--- config.mk ---
export PLATFORM = sky130hd
export DESIGN_NAME = bf_io_responder
export DESIGN_NICKNAME = d
export VERILOG_FILES = /design/src/rtl/bf_io_pkg.sv /design/src/rtl/bf_debounce.sv /design/src/rtl/bf_io_responder.sv
export SDC_FILE = /design/constraint.sdc
export NUM_CORES = 1
export LEC_CHECK = 0
export CAP_MARGIN = 20
export CORE_ASPECT_RATIO = 0.5
export CORE_MARGIN = 5
export CORE_UTILIZATION = 50
export DETAILED_ROUTE_END_ITERATION = 12
export GPL_TIMING_DRIVEN = 1
export PLACE_DENSITY = 0.71
export RECOVER_POWER = 100
export SLEW_MARGIN = 20
export SYNTH_ARGS = -nofsm -noshare
export SYNTH_HDL_FRONTEND = slang
export SYNTH_SLANG_ARGS = --single-unit
--- constraint.sdc ---
create_clock -name clk -period 2.5 [get_ports clk]
set_input_delay 0.375 -clock clk [delete_from_list [all_inputs] [get_ports clk]]
set_output_delay 0.375 -clock clk [all_outputs]
set_load 0.005 [all_outputs]
--- src/rtl/bf_io_pkg.sv ---
// Shared encodings and defaults for the interpreter I/O responder:
// output/input handshake state encodings and UART framing constants.
package bf_io_pkg;

  typedef enum logic [2:0] {
    O_IDLE  = 3'd0,
    O_START = 3'd1,
    O_DATA  = 3'd2,
    O_STOP  = 3'd3,
    O_ACK   = 3'd4
  } out_state_t;

  typedef enum logic {
    I_WAIT = 1'b0,
    I_DONE = 1'b1
  } in_state_t;

  // 50 MHz clock: 115200 baud and a 10 ms debounce window.
  localparam int CLKS_PER_BIT_DEFAULT    = 434;
  localparam int DEBOUNCE_CYCLES_DEFAULT = 500000;

  // Start bit + 8 data bits + stop bit.
  localparam int FRAME_BITS = 10;

endpackage

--- src/rtl/bf_debounce.sv ---
// Button conditioner: 2-flop synchroniser followed by a stability counter;
// emits the accepted level and a one-cycle pulse on its rising edge.
module bf_debounce #(
  parameter int DEBOUNCE_CYCLES = bf_io_pkg::DEBOUNCE_CYCLES_DEFAULT
) (
  input  logic clk,
  input  logic reset,
  input  logic raw,
  output logic clean,
  output logic rise
);

  localparam int CNT_W = $clog2(DEBOUNCE_CYCLES + 1);

  logic [1:0]       sync;
  logic [CNT_W-1:0] cnt;

  // NOTE: every flop here is sequential state, so all updates are non-blocking and
  // the reset is sampled on the clock edge (synchronous), matching the rest of the codebase.
  always_ff @(posedge clk) begin
    if (reset) begin
      sync  <= '0;
      cnt   <= '0;
      clean <= 1'b0;
      rise  <= 1'b0;
    end else begin
      // raw is asynchronous; only sync[1] is allowed to feed any logic.
      sync <= {sync[0], raw};
      rise <= 1'b0;
      if (sync[1] == clean) begin
        cnt <= '0;
      end else if (cnt == CNT_W'(DEBOUNCE_CYCLES - 1)) begin
        cnt   <= '0;
        clean <= ~clean;
        rise  <= ~clean;
      end else begin
        cnt <= cnt + 1'b1;
      end
    end
  end

endmodule

--- src/rtl/bf_io_responder.sv ---
// I/O responder for the interpreter's '.' and ',' four-phase handshakes:
// 8N1 UART transmitter on the output side, debounced "enter" button on the input side.
module bf_io_responder
  import bf_io_pkg::*;
#(
  parameter int CLKS_PER_BIT    = CLKS_PER_BIT_DEFAULT,
  parameter int DEBOUNCE_CYCLES = DEBOUNCE_CYCLES_DEFAULT
) (
  input  logic       clk,
  input  logic       reset,
  input  logic       out_req,
  input  logic [7:0] out_data,
  output logic       out_done,
  output logic       tx,
  output logic       tx_busy,
  output logic [7:0] last_out,
  input  logic       in_req,
  input  logic       in_btn,
  output logic       in_done
);

  localparam int BAUD_W = (CLKS_PER_BIT > 1) ? $clog2(CLKS_PER_BIT) : 1;

  out_state_t       o_state, o_state_d;
  logic [7:0]       shift_reg, shift_d;
  logic [2:0]       bit_cnt, bit_d;
  logic [BAUD_W-1:0] baud_cnt, baud_d;
  logic             tx_d, busy_d, out_done_d;
  logic [7:0]       last_d;
  logic             baud_end;

  in_state_t        i_state, i_state_d;
  logic             btn_clean, btn_rise;

  assign baud_end = (baud_cnt == BAUD_W'(CLKS_PER_BIT - 1));

  // NOTE: every variable written here gets a default first, so no path leaves
  // one unassigned and no latch is inferred.
  always_comb begin
    o_state_d  = o_state;
    shift_d    = shift_reg;
    bit_d      = bit_cnt;
    baud_d     = baud_cnt;
    tx_d       = tx;
    busy_d     = tx_busy;
    out_done_d = out_done;
    last_d     = last_out;
    unique case (o_state)
      O_IDLE: begin
        if (out_req) begin
          o_state_d = O_START;
          shift_d   = out_data;
          last_d    = out_data;
          bit_d     = '0;
          baud_d    = '0;
          tx_d      = 1'b0;
          busy_d    = 1'b1;
        end
      end
      O_START: begin
        if (baud_end) begin
          baud_d    = '0;
          o_state_d = O_DATA;
          tx_d      = shift_reg[0];
        end else begin
          baud_d = baud_cnt + 1'b1;
        end
      end
      O_DATA: begin
        if (baud_end) begin
          baud_d  = '0;
          shift_d = shift_reg >> 1;
          if (bit_cnt == 3'd7) begin
            o_state_d = O_STOP;
            tx_d      = 1'b1;
          end else begin
            // Present the next LSB in the same edge as the shift.
            bit_d = bit_cnt + 3'd1;
            tx_d  = shift_reg[1];
          end
        end else begin
          baud_d = baud_cnt + 1'b1;
        end
      end
      O_STOP: begin
        if (baud_end) begin
          baud_d     = '0;
          o_state_d  = O_ACK;
          busy_d     = 1'b0;
          out_done_d = 1'b1;
        end else begin
          baud_d = baud_cnt + 1'b1;
        end
      end
      O_ACK: begin
        if (!out_req) begin
          o_state_d  = O_IDLE;
          out_done_d = 1'b0;
        end
      end
      default: o_state_d = O_IDLE;
    endcase
  end

  always_ff @(posedge clk) begin
    if (reset) begin
      o_state   <= O_IDLE;
      shift_reg <= '0;
      bit_cnt   <= '0;
      baud_cnt  <= '0;
      tx        <= 1'b1;
      tx_busy   <= 1'b0;
      out_done  <= 1'b0;
      last_out  <= '0;
    end else begin
      o_state   <= o_state_d;
      shift_reg <= shift_d;
      bit_cnt   <= bit_d;
      baud_cnt  <= baud_d;
      tx        <= tx_d;
      tx_busy   <= busy_d;
      out_done  <= out_done_d;
      last_out  <= last_d;
    end
  end

  bf_debounce #(
    .DEBOUNCE_CYCLES(DEBOUNCE_CYCLES)
  ) u_debounce (
    .clk  (clk),
    .reset(reset),
    .raw  (in_btn),
    .clean(btn_clean),
    .rise (btn_rise)
  );

  // A press only counts as a fresh edge seen while the request is up; the ack
  // holds until both the request is dropped and the button is released.
  always_comb begin
    i_state_d = i_state;
    unique case (i_state)
      I_WAIT:  if (in_req && btn_rise) i_state_d = I_DONE;
      I_DONE:  if (!in_req && !btn_clean) i_state_d = I_WAIT;
      default: i_state_d = I_WAIT;
    endcase
  end

  always_ff @(posedge clk) begin
    if (reset) begin
      i_state <= I_WAIT;
      in_done <= 1'b0;
    end else begin
      i_state <= i_state_d;
      in_done <= (i_state_d == I_DONE);
    end
  end

endmodule

==> reports/results.ini, run 1 <==
[die]
die_h_um=61.9
num_rows=18
pin_count=25
die_area_mm2=0.00704
die_w_um=114
core_area_mm2=0.00507
start_util_pct=53.1

[synth]
synth_cell_types=47
syn_avg_cell_area_um2=8.88
ys_seq_area_share_pct=43.2
netlist_area_mm2=0.00269
ys_seq_elements=58
synthArstFlopShare_pct=0
synth_enable_flop_cells=0
syn_inst=303
ys.flop_type=dfxtp_1
ys_warn_count=0
synth_nets=321

[sta]
rsz0062_at_grt=no
setup_viol=0
fin_hold_ws_ns=0.438
post-route-period-util_pct=90.4
drv_slew=0
finalSetupTns_ns=0
period_minus_slack_ns=2.26
fmax_mhz=442
hold_violations=0
slew_headroom_pct=37.0
worst_slew_pin_slew_ns=0.946
finClkSkew_ns=0.00581

[power_and_ir_drop]
seqPwrFrac_pct=51.4
p_sw_share_pct=22.9
netSwitchingPower_mw=0.433
p_int_mw=1.45
combPwrFrac_pct=6.9
leakage_nw=1.09
clockPowerShare_pct=41.7
p_per_area_mw_per_mm2=600
ir_worst_vdd_uv=439

[cts]
cts_buffer_depth=2
post-cts-setup-buffer-count=0
cts-root-buf=clkbuf_8
ctsHoldBuffers=0
post_cts_resize_count=0
cts_tree=done
clock_sink_count=58
clk_pin_slew_ns=0.06
h-tree-depth=3
clk_latency_ns=0.34
cts_made_buffers=9

[worst_setup_path]
startpoint=u_debounce.cnt[9]$_SDFF_PP0_
cp_max_fo=18
regToRegStartpoint=u_debounce.cnt[9]$_SDFF_PP0_
reg2reg_slack_ns=0.24
crit_required_ns=2.71
start_kind=flip-flop
end_kind=flip-flop
r2r_cells=5
crit_arrival_ns=2.47
crit_end=u_debounce.cnt[7]$_SDFF_PP0_
timing.rr.end=u_debounce.cnt[7]$_SDFF_PP0_
critPathKind=flip-flop to flip-flop

[global_routing]
grt_antenna_before_repair=0
overflow=0
grt_max_degree=23
groute.usage.overall_pct=17.6
grt_pass1_vias=2103
grt_pass1_wl_um=9540

[cells_and_area]
drive_gt1_share_pct=9.55
final_nets=348
largest_reg_flops=19
layout_commonest_cell=dfxtp_1
instances_no_fill=405
reg_top3=u_debounce.cnt: 19 flops, baud_cnt: 9 flops
antenna_cells=0
final_area_mm2=0.00314
area_delta_synth_final_pct=16.8
top_register=u_debounce.cnt
fillCellCount=463
layout_common_cells=dfxtp_1 (58), nand2_1 (28), nor2_1 (21), a21oi_1 (21), xnor2_1 (15)

[placed_design]
dp_cells=389
port_buffers=24
place_hpwl_um=4070
place_area_mm2=0.00300
gp_congestion=0.846

[route]
met3WireLength_um=205
detail-route-antenna-nets=0
wl_met1_um=2690
wl_per_cell_um=14.2
first_iter_violations=103
top_layer=met4
wl_met2_um=2760
route.detailed.drc=0
vias_per_cell=5.65
routed_wl_um=5750
dr.pass1.iters=4
dr_total_vias=2287

[status]
status=complete, no violations

[worst_hold_path]
hold_path_class=flip-flop to flip-flop

[run]
maxCapViolations=0

==> metrics by stage <==
| stage | utilization, % | total power [mW] | setup slack [ns] |
|---|---|---|---|
| 6_report | 62.0 | 1.89 | 0.240 |
| 5_1_grt | 62.0 | 1.98 | 0.0740 |
| 4_1_cts | 62.7 | 1.92 | 0.311 |
| 3_5_place_dp | 59.1 | 1.13 | 0.211 |
| 3_3_place_gp | 59.1 | 1.12 | 0.252 |
| 2_1_floorplan | - | 1.06 | 0.556 |
==> synthesized netlist by cell type (2+ instances only) <==
master,number,area share [%]
nor4b_1,2,0.65
dfxtp_1,58,43
xnor2_1,15,4.9
or4_1,4,1.1
nand3b_1,3,0.84
and4_1,4,1.3
nor2_1,20,2.8
nand3_1,14,2.6
nand2_1,28,3.9
nor3b_1,2,0.56
or4_4,2,0.84
xor2_1,6,2.0
nor2_2,10,2.3
a32oi_1,2,0.65
clkbuf_1,9,1.3
a21oi_1,21,3.9
ha_1,5,2.3
inv_1,6,0.84
a211oi_1,9,2.5
a311oi_1,2,0.65
nor2b_1,3,0.70
o31ai_1,5,1.4
or3_1,3,0.70
nor3_1,14,2.6
or3b_2,2,0.65
nand4_1,7,1.6
nor4_1,9,2.1
mux2i_1,8,3.0
o21ai_0,9,1.7
buf_1,4,0.56
==> worst min path at each step <==
stage / start / to / slack, ns / cells after the start
CTS: u_debounce.rise$_SDFF_PP0_ / i_state$_SDFF_PP0_ / 0.44 / 2
detailed placement: u_debounce.rise$_SDFF_PP0_ / i_state$_SDFF_PP0_ / 0.43 / 2
floorplan: u_debounce.sync[0]$_SDFF_PP0_ / u_debounce.sync[1]$_SDFF_PP0_ / 0.41 / 1
finish: u_debounce.rise$_SDFF_PP0_ / i_state$_SDFF_PP0_ / 0.44 / 2
global placement: u_debounce.rise$_SDFF_PP0_ / i_state$_SDFF_PP0_ / 0.42 / 2
global route: u_debounce.rise$_SDFF_PP0_ / i_state$_SDFF_PP0_ / 0.45 / 2
==> cell families (layout without fill, tap and decap cells) <==
logic type	count (synthesis)	in the layout	share of synthesized area [%]
and+or+nand+nor	136	136	28.4
muxes	8	8	2.98
AOI/OAI and AO/OA	54	54	12.7
adders and majority gates	5	5	2.33
buffers and inverters	21	53	3.58
xor gates and xnor gates	21	21	6.84
DFF	58	58	43.2
==> power groups by stage <==
| stage | logic [mW] | clock network [mW] | registers (mW) |
|---|---|---|---|
| 5_1_grt | 0.146 | 0.862 | 0.973 |
| 6_report | 0.131 | 0.786 | 0.969 |
| 2_1_floorplan | 0.0786 | 0 | 0.985 |
| 3_5_place_dp | 0.139 | 0 | 0.990 |
| 3_3_place_gp | 0.136 | 0 | 0.988 |
| 4_1_cts | 0.140 | 0.813 | 0.969 |
==> worst max-delay path, cell delays in order (launching register included) <==
cell and delay (ns):
dfxtp_1 0.36, or4_1 0.54, or4_1 0.53, o21ai_0 0.17, clkbuf_2 0.42, nor2_1 0.10
==> layer usage <==
| metal | GRT usage, % | vias to the layer above |
|---|---|---|
| met5 | 0 | - |
| met4 | 8.90 | 0 |
| met3 | 5.90 | 8 |
| met2 | 30.2 | 28 |
| met1 | 20.5 | 1093 |
| li1 | - | 1158 |
==> area by class of cell <==
cell class	instances	area [um^2]	area share (%)
inverter	6	22.5	0.717
tap	70	87.6	2.79
clock inverter	2	10.0	0.319
multi-input combinational	224	1410	44.7
timing repair buffer	31	283	9.00
clock buffer	14	173	5.50
sequential	58	1160	37.0
Note: power is estimated with default switching activity, not from simulation.
==> inputs of run 2 (changes only) <==
--- a/config.mk
+++ b/config.mk
@@ -5,7 +5,6 @@
 export SDC_FILE = /design/constraint.sdc
 export NUM_CORES = 1
 export LEC_CHECK = 0
-export CAP_MARGIN = 20
 export CORE_ASPECT_RATIO = 0.5
 export CORE_MARGIN = 5
 export CORE_UTILIZATION = 50
==> results of run 2 <==
Same layout as run 1: the final DEF is identical, and so are final timing and power.
==> inputs of run 3 (changes only) <==
==> constraint.sdc (replaced) <==
create_clock -name clk -period 2.7 [get_ports clk]
set_input_delay 0.405 -clock clk [delete_from_list [all_inputs] [get_ports clk]]
set_output_delay 0.405 -clock clk [all_outputs]
set_load 0.005 [all_outputs]
==> run 3 against run 2 <==
Clock power decreased by 15%. Via count decreased by 1.6%. Worst setup slack improved by 0.21 ns. Die area unchanged. Worst hold slack got worse by 0.0012 ns. Non-clock buffer count decreased by 2. Critical endpoint is now u_debounce.cnt[3]$_SDFF_PP0_.
==> reports/results.ini, run 3 (same netlist as run 1, synthesis figures left out) <==
[sta]
worst_slew_pin_slew_ns=1.24
slew_headroom_pct=17.6
setup_viol=0
finalSetupTns_ns=0
fin_hold_ws_ns=0.436
fin_ws_ns=0.447
post-route-period-util_pct=83.4
finClkSkew_ns=0.00955
period_minus_slack_ns=2.25
rsz0062_at_grt=no
hold_violations=0
drv_slew=0
fmax_mhz=444

[cts]
post-cts-setup-buffer-count=0
cts_tree=done
post_cts_resize_count=0
clock_sink_count=58
cts_made_buffers=9
cts_buffer_depth=2
h-tree-depth=3
cts-root-buf=clkbuf_8
clk_latency_ns=0.33
clk_pin_slew_ns=0.06
ctsHoldBuffers=0

[route]
wl_met1_um=2610
detail-route-antenna-nets=0
route.detailed.drc=0
dr.pass1.iters=5
routed_wl_um=5560
first_iter_violations=90
top_layer=met4
met3WireLength_um=199
wl_per_cell_um=13.9
wl_met2_um=2690
vias_per_cell=5.63
dr_total_vias=2251

[cells_and_area]
largest_reg_flops=19
layout_commonest_cell=dfxtp_1
area_delta_synth_final_pct=16.1
layout_common_cells=dfxtp_1 (58), nand2_1 (28), nor2_1 (21), a21oi_1 (21), xnor2_1 (15)
antenna_cells=0
drive_gt1_share_pct=8.79
multi_input_area_mm2=0.00142
reg_top3=u_debounce.cnt: 19 flops, baud_cnt: 9 flops
fillCellCount=457
top_register=u_debounce.cnt
final_nets=346
seqCellArea_mm2=0.00116

[placed_design]
port_buffers=24
place_hpwl_um=3940
pre_cts_ws_ns=0.336
gp_congestion=0.852

[global_routing]
groute.usage.overall_pct=17.4
overflow=0
grt_antenna_before_repair=0
grt_max_degree=30
grt_pass1_vias=2221
grt_pass1_wl_um=9670

[worst_setup_path]
cp_max_fo=18
startpoint=u_debounce.cnt[9]$_SDFF_PP0_
crit_required_ns=2.90
regToRegStartpoint=u_debounce.cnt[9]$_SDFF_PP0_
start_kind=flip-flop
crit_arrival_ns=2.45
end_kind=flip-flop
critPathKind=flip-flop to flip-flop

[die]
start_util_pct=53.1
die_h_um=61.9
num_rows=18
die_w_um=114
core_area_mm2=0.00507
die_area_mm2=0.00704
pin_count=25

[power_and_ir_drop]
p_per_area_mw_per_mm2=540
leakage_nw=1.07
power_mw=1.69
ir_worst_vdd_uv=270

[run]
maxCapViolations=0

[worst_hold_path]
hold_path_class=flip-flop to flip-flop
hold_path.startpoint=u_debounce.sync[0]$_SDFF_PP0_

[status]
status=complete, no violations

[run 3: cell types whose count changed in the layout (fill, tap and decap cells not counted)]
cell,previous run,this run
buf_4,4,3
clkbuf_2,1,0
o21ai_0,10,9
nor4b_2,0,1
clkbuf_8,12,11
clkinv_2,2,0
o21ai_4,0,1
nor4b_1,3,2
[run 3: area by class of cell]
cell class	instances	share of cell area (%)
inverter	6	0.721
tap	70	2.80
clock buffer	13	5.09
sequential	58	37.2
multi-input combinational	224	45.6
timing repair buffer	29	8.65
[run 3: worst max-delay path, stage by stage, from the launching register on]
cell	delay [ns]
dfxtp_1	0.36
or4_1	0.54
or4_1	0.59
o21ai_4	0.52
nor2_1	0.11
[run 3: worst paths after layout]
check / cells past startpoint / slack, ns / end
worst max-delay path: 4 / 0.45 / u_debounce.cnt[3]$_SDFF_PP0_
worst min-delay path: 1 / 0.44 / u_debounce.sync[1]$_SDFF_PP0_
worst max register to register: 4 / 0.45 / u_debounce.cnt[3]$_SDFF_PP0_
worst min register to register: 1 / 0.44 / u_debounce.sync[1]$_SDFF_PP0_
[run 3: per-layer routing]
metal	vias to the layer above	global-route usage [%]
met4	0	7.71
met3	8	5.90
met1	1067	19.7
met5	-	0
met2	26	30.8
li1	1150	-
[run 3: stage by stage]
step	util [%]	instance area [um^2]	std cells
2_1_floorplan	-	2690	303
3_3_place_gp	58.8	2980	387
3_5_place_dp	58.8	2980	387
6_report	61.6	3120	400
4_1_cts	62.0	3140	400
5_1_grt	61.6	3120	400
[run 3: power breakdown]
group | leakage, nW | switching, mW | internal, mW | total, mW
Combinational | 0.518 | 0.0611 | 0.0593 | 0.120
Clock | 0.0815 | 0.300 | 0.368 | 0.669
Sequential | 0.472 | 0.0168 | 0.881 | 0.898
